### src/rtl/controller_pkg.sv
// -----------------------------------------------------------------------------
// controller_pkg
// Shared definitions for the multicycle MIPS-style controller:
//   - state_t   : FSM state encoding
//   - OP_*      : instruction opcodes (IR[31:26])
//   - FN_*      : R-type function codes (IR[5:0])
//   - aluop_t   : internal ALU operation class passed to alucontrol
//   - ALUC_*    : alucont encodings driven to the ALU
//   - ctrl_t    : bundle of all state-decoded datapath controls
//   - state_ctrl: state -> control bundle decode (pure function of state)
// -----------------------------------------------------------------------------
package controller_pkg;

   typedef enum logic [3:0] {
      S_FETCH1  = 4'd0,
      S_FETCH2  = 4'd1,
      S_FETCH3  = 4'd2,
      S_FETCH4  = 4'd3,
      S_DECODE  = 4'd4,
      S_MEMADR  = 4'd5,
      S_LBRD    = 4'd6,
      S_LBWR    = 4'd7,
      S_SBWR    = 4'd8,
      S_RTYPEEX = 4'd9,
      S_RTYPEWR = 4'd10,
      S_BEQEX   = 4'd11,
      S_JEX     = 4'd12,
      S_ADDIEX  = 4'd13,
      S_ADDIWR  = 4'd14
   } state_t;

   localparam logic [5:0] OP_RTYPE = 6'b000000;
   localparam logic [5:0] OP_LB    = 6'b100000;
   localparam logic [5:0] OP_SB    = 6'b101000;
   localparam logic [5:0] OP_BEQ   = 6'b000100;
   localparam logic [5:0] OP_J     = 6'b000010;
   localparam logic [5:0] OP_ADDI  = 6'b001000;

   localparam logic [5:0] FN_ADD = 6'b100000;
   localparam logic [5:0] FN_SUB = 6'b100010;
   localparam logic [5:0] FN_AND = 6'b100100;
   localparam logic [5:0] FN_OR  = 6'b100101;
   localparam logic [5:0] FN_SLT = 6'b101010;

   // ALU operation class. ALUOP_NONE marks states that use no ALU operation,
   // where alucont must read as all-zero.
   typedef enum logic [1:0] {
      ALUOP_ADD   = 2'b00,
      ALUOP_SUB   = 2'b01,
      ALUOP_FUNCT = 2'b10,
      ALUOP_NONE  = 2'b11
   } aluop_t;

   localparam logic [2:0] ALUC_ADD  = 3'b010;
   localparam logic [2:0] ALUC_SUB  = 3'b110;
   localparam logic [2:0] ALUC_AND  = 3'b000;
   localparam logic [2:0] ALUC_OR   = 3'b001;
   localparam logic [2:0] ALUC_SLT  = 3'b111;
   localparam logic [2:0] ALUC_BAD  = 3'b101;
   localparam logic [2:0] ALUC_IDLE = 3'b000;

   typedef struct packed {
      logic       alusrca;
      logic [1:0] alusrcb;
      logic       branch;
      logic       iord;
      logic [3:0] irwrite;
      logic       memwrite;
      logic       memtoreg;
      logic       regwrite;
      logic       regdst;
      logic       pcwrite;
      logic [1:0] pcsource;
      aluop_t     aluop;
   } ctrl_t;

   // Moore decode: every control not explicitly raised for a state stays 0.
   function automatic ctrl_t state_ctrl(input state_t s);
      ctrl_t c;
      c       = '0;
      c.aluop = ALUOP_NONE;
      case (s)
         S_FETCH1, S_FETCH2, S_FETCH3, S_FETCH4: begin
            c.irwrite = 4'b0001 << s[1:0];
            c.alusrcb = 2'b01;
            c.pcwrite = 1'b1;
            c.aluop   = ALUOP_ADD;
         end
         S_DECODE: begin
            c.alusrcb = 2'b11;
            c.aluop   = ALUOP_ADD;
         end
         S_MEMADR, S_ADDIEX: begin
            c.alusrca = 1'b1;
            c.alusrcb = 2'b10;
            c.aluop   = ALUOP_ADD;
         end
         S_LBRD: c.iord = 1'b1;
         S_LBWR: begin
            c.regwrite = 1'b1;
            c.memtoreg = 1'b1;
         end
         S_SBWR: begin
            c.iord     = 1'b1;
            c.memwrite = 1'b1;
         end
         S_RTYPEEX: begin
            c.alusrca = 1'b1;
            c.aluop   = ALUOP_FUNCT;
         end
         S_RTYPEWR: begin
            c.regwrite = 1'b1;
            c.regdst   = 1'b1;
         end
         S_BEQEX: begin
            c.alusrca  = 1'b1;
            c.branch   = 1'b1;
            c.pcsource = 2'b01;
            c.aluop    = ALUOP_SUB;
         end
         S_JEX: begin
            c.pcwrite  = 1'b1;
            c.pcsource = 2'b10;
         end
         S_ADDIWR: c.regwrite = 1'b1;
         default: ;
      endcase
      return c;
   endfunction

endpackage

### src/rtl/controller_alucontrol.sv
// -----------------------------------------------------------------------------
// alucontrol
// Maps the ALU operation class and the R-type funct field to the 3-bit ALU
// control code.
// Ports:
//   aluop   in  2  operation class (controller_pkg::aluop_t encoding)
//   funct   in  6  R-type function field IR[5:0]
//   alucont out 3  ALU operation code
// -----------------------------------------------------------------------------
module alucontrol
   import controller_pkg::*;
(
   input  logic [1:0] aluop,
   input  logic [5:0] funct,
   output logic [2:0] alucont
);

   // NOTE: give every always_comb output a default first; a path that leaves it
   // unassigned would infer a latch.
   always_comb begin
      alucont = ALUC_IDLE;
      case (aluop)
         ALUOP_ADD:   alucont = ALUC_ADD;
         ALUOP_SUB:   alucont = ALUC_SUB;
         ALUOP_FUNCT: begin
            case (funct)
               FN_ADD:  alucont = ALUC_ADD;
               FN_SUB:  alucont = ALUC_SUB;
               FN_AND:  alucont = ALUC_AND;
               FN_OR:   alucont = ALUC_OR;
               FN_SLT:  alucont = ALUC_SLT;
               default: alucont = ALUC_BAD;
            endcase
         end
         default:     alucont = ALUC_IDLE;
      endcase
   end

endmodule

### src/rtl/controller.sv
// -----------------------------------------------------------------------------
// controller
// Moore FSM sequencing a multicycle datapath through byte-wise instruction
// fetch, decode and per-instruction execute/writeback states.
// Ports:
//   clk       in   1  clock, rising edge
//   reset     in   1  asynchronous, active-low; forces FETCH1
//   op        in   6  opcode IR[31:26]
//   funct     in   6  R-type function IR[5:0]
//   alusrca   out  1  ALU A select (0 PC, 1 reg A)
//   alusrcb   out  2  ALU B select
//   branch    out  1  conditional PC write on ALU zero
//   iord      out  1  memory address select (0 PC, 1 ALUOut)
//   irwrite   out  4  instruction register byte enables
//   memwrite, memtoreg, regwrite, regdst, pcwrite  out 1 each
//   pcsource  out  2  next-PC select
//   alucont   out  3  ALU operation
// Controls are registered alongside the state so they come straight from
// flops; only alucont mixes in the live funct field for RTYPEEX.
// -----------------------------------------------------------------------------
module controller
   import controller_pkg::*;
(
   input  logic       clk,
   input  logic       reset,
   input  logic [5:0] op,
   input  logic [5:0] funct,
   output logic       alusrca,
   output logic [1:0] alusrcb,
   output logic       branch,
   output logic       iord,
   output logic [3:0] irwrite,
   output logic       memwrite,
   output logic       memtoreg,
   output logic       regwrite,
   output logic       regdst,
   output logic       pcwrite,
   output logic [1:0] pcsource,
   output logic [2:0] alucont
);

   state_t state_q, state_d;
   ctrl_t  ctrl_q,  ctrl_d;

   // Next-state logic; op is consulted only in DECODE and MEMADR.
   always_comb begin
      state_d = S_FETCH1;
      case (state_q)
         S_FETCH1: state_d = S_FETCH2;
         S_FETCH2: state_d = S_FETCH3;
         S_FETCH3: state_d = S_FETCH4;
         S_FETCH4: state_d = S_DECODE;
         S_DECODE: begin
            case (op)
               OP_LB, OP_SB: state_d = S_MEMADR;
               OP_RTYPE:     state_d = S_RTYPEEX;
               OP_BEQ:       state_d = S_BEQEX;
               OP_J:         state_d = S_JEX;
               OP_ADDI:      state_d = S_ADDIEX;
               default:      state_d = S_FETCH1;
            endcase
         end
         // An opcode that changed to neither LB nor SB by MEMADR abandons the
         // instruction rather than inventing a path.
         S_MEMADR: begin
            if (op == OP_LB)      state_d = S_LBRD;
            else if (op == OP_SB) state_d = S_SBWR;
            else                  state_d = S_FETCH1;
         end
         S_LBRD:    state_d = S_LBWR;
         S_RTYPEEX: state_d = S_RTYPEWR;
         S_ADDIEX:  state_d = S_ADDIWR;
         default:   state_d = S_FETCH1;
      endcase
   end

   // Controls are decoded from the next state and registered with it, which
   // keeps them a pure function of the current state at the outputs.
   always_comb begin
      ctrl_d = state_ctrl(state_d);
   end

   // NOTE: sequential state uses non-blocking assignments so every flop
   // samples pre-edge values regardless of statement order.
   always_ff @(posedge clk or negedge reset) begin
      if (!reset) begin
         state_q <= S_FETCH1;
         ctrl_q  <= state_ctrl(S_FETCH1);
      end else begin
         state_q <= state_d;
         ctrl_q  <= ctrl_d;
      end
   end

   assign alusrca  = ctrl_q.alusrca;
   assign alusrcb  = ctrl_q.alusrcb;
   assign branch   = ctrl_q.branch;
   assign iord     = ctrl_q.iord;
   assign irwrite  = ctrl_q.irwrite;
   assign memwrite = ctrl_q.memwrite;
   assign memtoreg = ctrl_q.memtoreg;
   assign regwrite = ctrl_q.regwrite;
   assign regdst   = ctrl_q.regdst;
   assign pcwrite  = ctrl_q.pcwrite;
   assign pcsource = ctrl_q.pcsource;

   alucontrol u_alucontrol (
      .aluop   (ctrl_q.aluop),
      .funct   (funct),
      .alucont (alucont)
   );

endmodule

### config.mk
export PLATFORM = sky130hd
export DESIGN_NAME = controller
export DESIGN_NICKNAME = d
export VERILOG_FILES = /design/src/rtl/controller_pkg.sv /design/src/rtl/controller_alucontrol.sv /design/src/rtl/controller.sv
export SDC_FILE = /design/constraint.sdc
export NUM_CORES = 1
export LEC_CHECK = 0
export ABC_CLOCK_PERIOD_IN_PS = 2710
export CAP_MARGIN = 20
export CORE_MARGIN = 8
export CORE_UTILIZATION = 49
export DETAILED_ROUTE_END_ITERATION = 10
export PLACE_DENSITY = 0.92
export SKIP_CTS_REPAIR_TIMING = 1
export SLEW_MARGIN = 5
export SYNTH_ARGS = -nofsm -noshare
export SYNTH_HDL_FRONTEND = slang
export SYNTH_SLANG_ARGS = --single-unit
### constraint.sdc
create_clock -name clk -period 2.71 [get_ports clk]
set_clock_uncertainty 0.1 [all_clocks]
set_input_delay 0.4065 -clock clk [delete_from_list [all_inputs] [get_ports clk]]
set_output_delay 0.4065 -clock clk [all_outputs]
set_load 0.01 [all_outputs]
==> out/qor.yml <==
sta:
  tightest_slew_ns: 0.8749
  layout_worst_path_cycle_share_pct: 91.33
  slew_viol_final: 0
  final-setup-viol-count: 0
  hold_violations: 0
  max_slew_margin_pct: 41.49
  fin_crit_ns: 2.475
  tns_ns: 0
  rsz0062_at_grt: "no"
  clock.fmax_mhz: 404.0
layout:
  postLayoutCellArea_um2: 1361
  register_area_um2: 529.3
  nets: 139
  multiInputGateArea_um2: 420.4
  final_core_util_pct: 64.00
  num-fill-cells: 172
  diodes: 0
  drive_gt1_share_pct: 12.90
  area_growth_pct: 27.40
floorplan:
  core.rowCount: 17
  dieArea_um2: 3931
  dieHeight_um: 62.70
  start_util_pct: 50.24
  ios: 33
  core_um2: 2127
  fp.dieW_um: 62.70
placement:
  gp_congestion: 0.8564
  numPortBuffers: 32
  place_area_um2: 1335
  dpl.hpwl_um: 1766
clock_tree:
  clock_latency_ns: 0.30
  path_clk_slew_ns: 0.10
  clock_path_buffers: 2
  cts_tree: "built"
  cts.sinks: 21
  cts_root_buf: "clkbuf_4"
  cts_buffers: 3
  htreeDepth: 1
yosys:
  ys_warn_count: 0
  ys_async_sr_fraction_pct: 100.0
  synth_cells: 100
  synthTopCellsByCount: "dfrtp_1 (18), buf_4 (9), inv_1 (8), nor2_1 (6), nand2_1 (5)"
  ys.flop_type: "dfrtp_1"
  postSynthAreaPerCell_um2: 10.69
  ys_seq_area_share_pct: 49.53
  syn-cell-area_um2: 1069
  ys_seq_elements: 21
  synth_area_leaders: "dfrtp_1 (42%), dfstp_2 (7.4%), buf_4 (6.3%), inv_1 (2.8%), nand2b_1 (2.3%)"
  syn_nets: 114
  post-synth-top-count-cell: "dfrtp_1"
  synth_edf_count: 0
  synth_top_area_share_pct: 42.15
  synth.distinct_cells: 40
  yosysTopAreaCell: "dfrtp_1"
critical_path:
  reg2reg_slack_ns: 0.77
  crit_path_end_kind: "output port"
  crit_fanout: 3
  cp.required_ns: 2.20
  reg2reg_depth: 5
  rr_startpoint: "state_q[3]"
  cp_data_arrival_time_ns: 1.97
  start_kind: "primary input"
  r2r_end: "ctrl_q[1]"
  critical_path_class: "in -> out"
global_routing:
  grt_pass1_vias: 880
  track_usage_pct: 12.45
  grt_max_degree: 22
  antenna_found_initial: 0
  overflow: 0
  grt_pass1_wl_um: 4084
route:
  drtPass1Iterations: 4
  antenna_left: 0
  vias_per_cell: 5.461
  drt-total-wl_um: 2250
  wl_per_cell_um: 14.80
  drc: 0
  vias: 830
  drt_first_iter_violations: 20
power_and_ir_drop:
  total_power_mw: 1.159
  p_per_area_nw_per_um2: 851.2
  vdd.ir_drop.worst_mv: 0.4441
  p_leak_nw: 0.5784
hold_path:
  hold_path_class: "in -> async"
flow_run:
  cap_violations: 0
run_status:
  status: "complete, no violations"
-- through the flow --
step / setup WS (ns) / hold slack [ns] / std cells
after floorplan: 1.021 / 0.01091 / 100
after global placement: 0.3038 / 0.4978 / 148
after detailed placement: 0.2432 / 0.5001 / 148
after CTS: 0.2378 / 0.5154 / 152
after global routing: 0.1068 / 0.5536 / 152
final: 0.2350 / 0.4945 / 152
-- per-layer routing --
metal,vias up,track usage [%],share of wire (%)
met5,-,0,0
met4,0,8.547,3.2
met3,6,2.151,5.4
met2,34,20.44,49
met1,392,14.42,42
li1,398,-,-
-- state kept, by name, indices dropped and copies added, names as in the netlist --
register and flops:
alusrca 1, alusrcb 2, regdst 1, pcsource 2, memtoreg 1, state_q 4, memwrite 1, ctrl_q 2
iord 1, irwrite 4, regwrite 1, pcwrite 1
-- cell usage in the layout, fill, tap and decap left out, types with 2 or more instances in the layout --
master and n:
a2111oi_0 2, a21oi_1 3, clkbuf_4 3, clkdlybuf4s50_1 32, dfrtp_1 18, dfstp_2 3
inv_1 8, nand2_1 5, nand2b_1 4, nand3_1 3, nand4_1 3, nor2_1 6
nor3b_1 2, o211ai_1 2, o21ai_0 4, o21ai_1 2
-- worst max path at each step --
stage | start | to | slack (ns) | cells past startpoint
2_1_floorplan | op[2] | ctrl_q[1] | 1.02 | 5
3_3_place_gp | funct[2] | alucont[2] | 0.30 | 5
3_5_place_dp | funct[2] | alucont[2] | 0.24 | 5
4_1_cts | funct[2] | alucont[2] | 0.24 | 5
5_1_grt | funct[2] | alucont[2] | 0.11 | 5
6_report | funct[2] | alucont[2] | 0.24 | 5
-- worst max-delay path: stages --
cell and delay [ns]:
clkdlybuf4s50_1 0.50, inv_1 0.05, a2111oi_0 0.36, o21ai_0 0.16, clkdlybuf4s50_1 0.50
-- report_power, final --
group / internal [mW] / total, mW / switching [mW]
combinational: 0.287 / 0.526 / 0.239
clock: 0.0574 / 0.143 / 0.0858
sequential: 0.408 / 0.489 / 0.0817
-- kinds of logic (layout without fill, tap and decap cells) --
group	Yosys count	count (layout)	share of synthesized area [%]
AO/OA/AOI/OAI	18	18	11.71
buffers and inverters	20	44	11.12
flip-flops	21	21	49.53
AND/OR/NAND/NOR	41	41	27.64
-- final cells by class --
class	count	area share, %
flip-flops and latches	21	38.88
multi-input cells	59	30.88
repair buffers	32	23.53
well taps	28	2.574
inverters	8	2.206
clock buffers	4	1.930
Note: power is estimated with default switching activity, not from simulation.
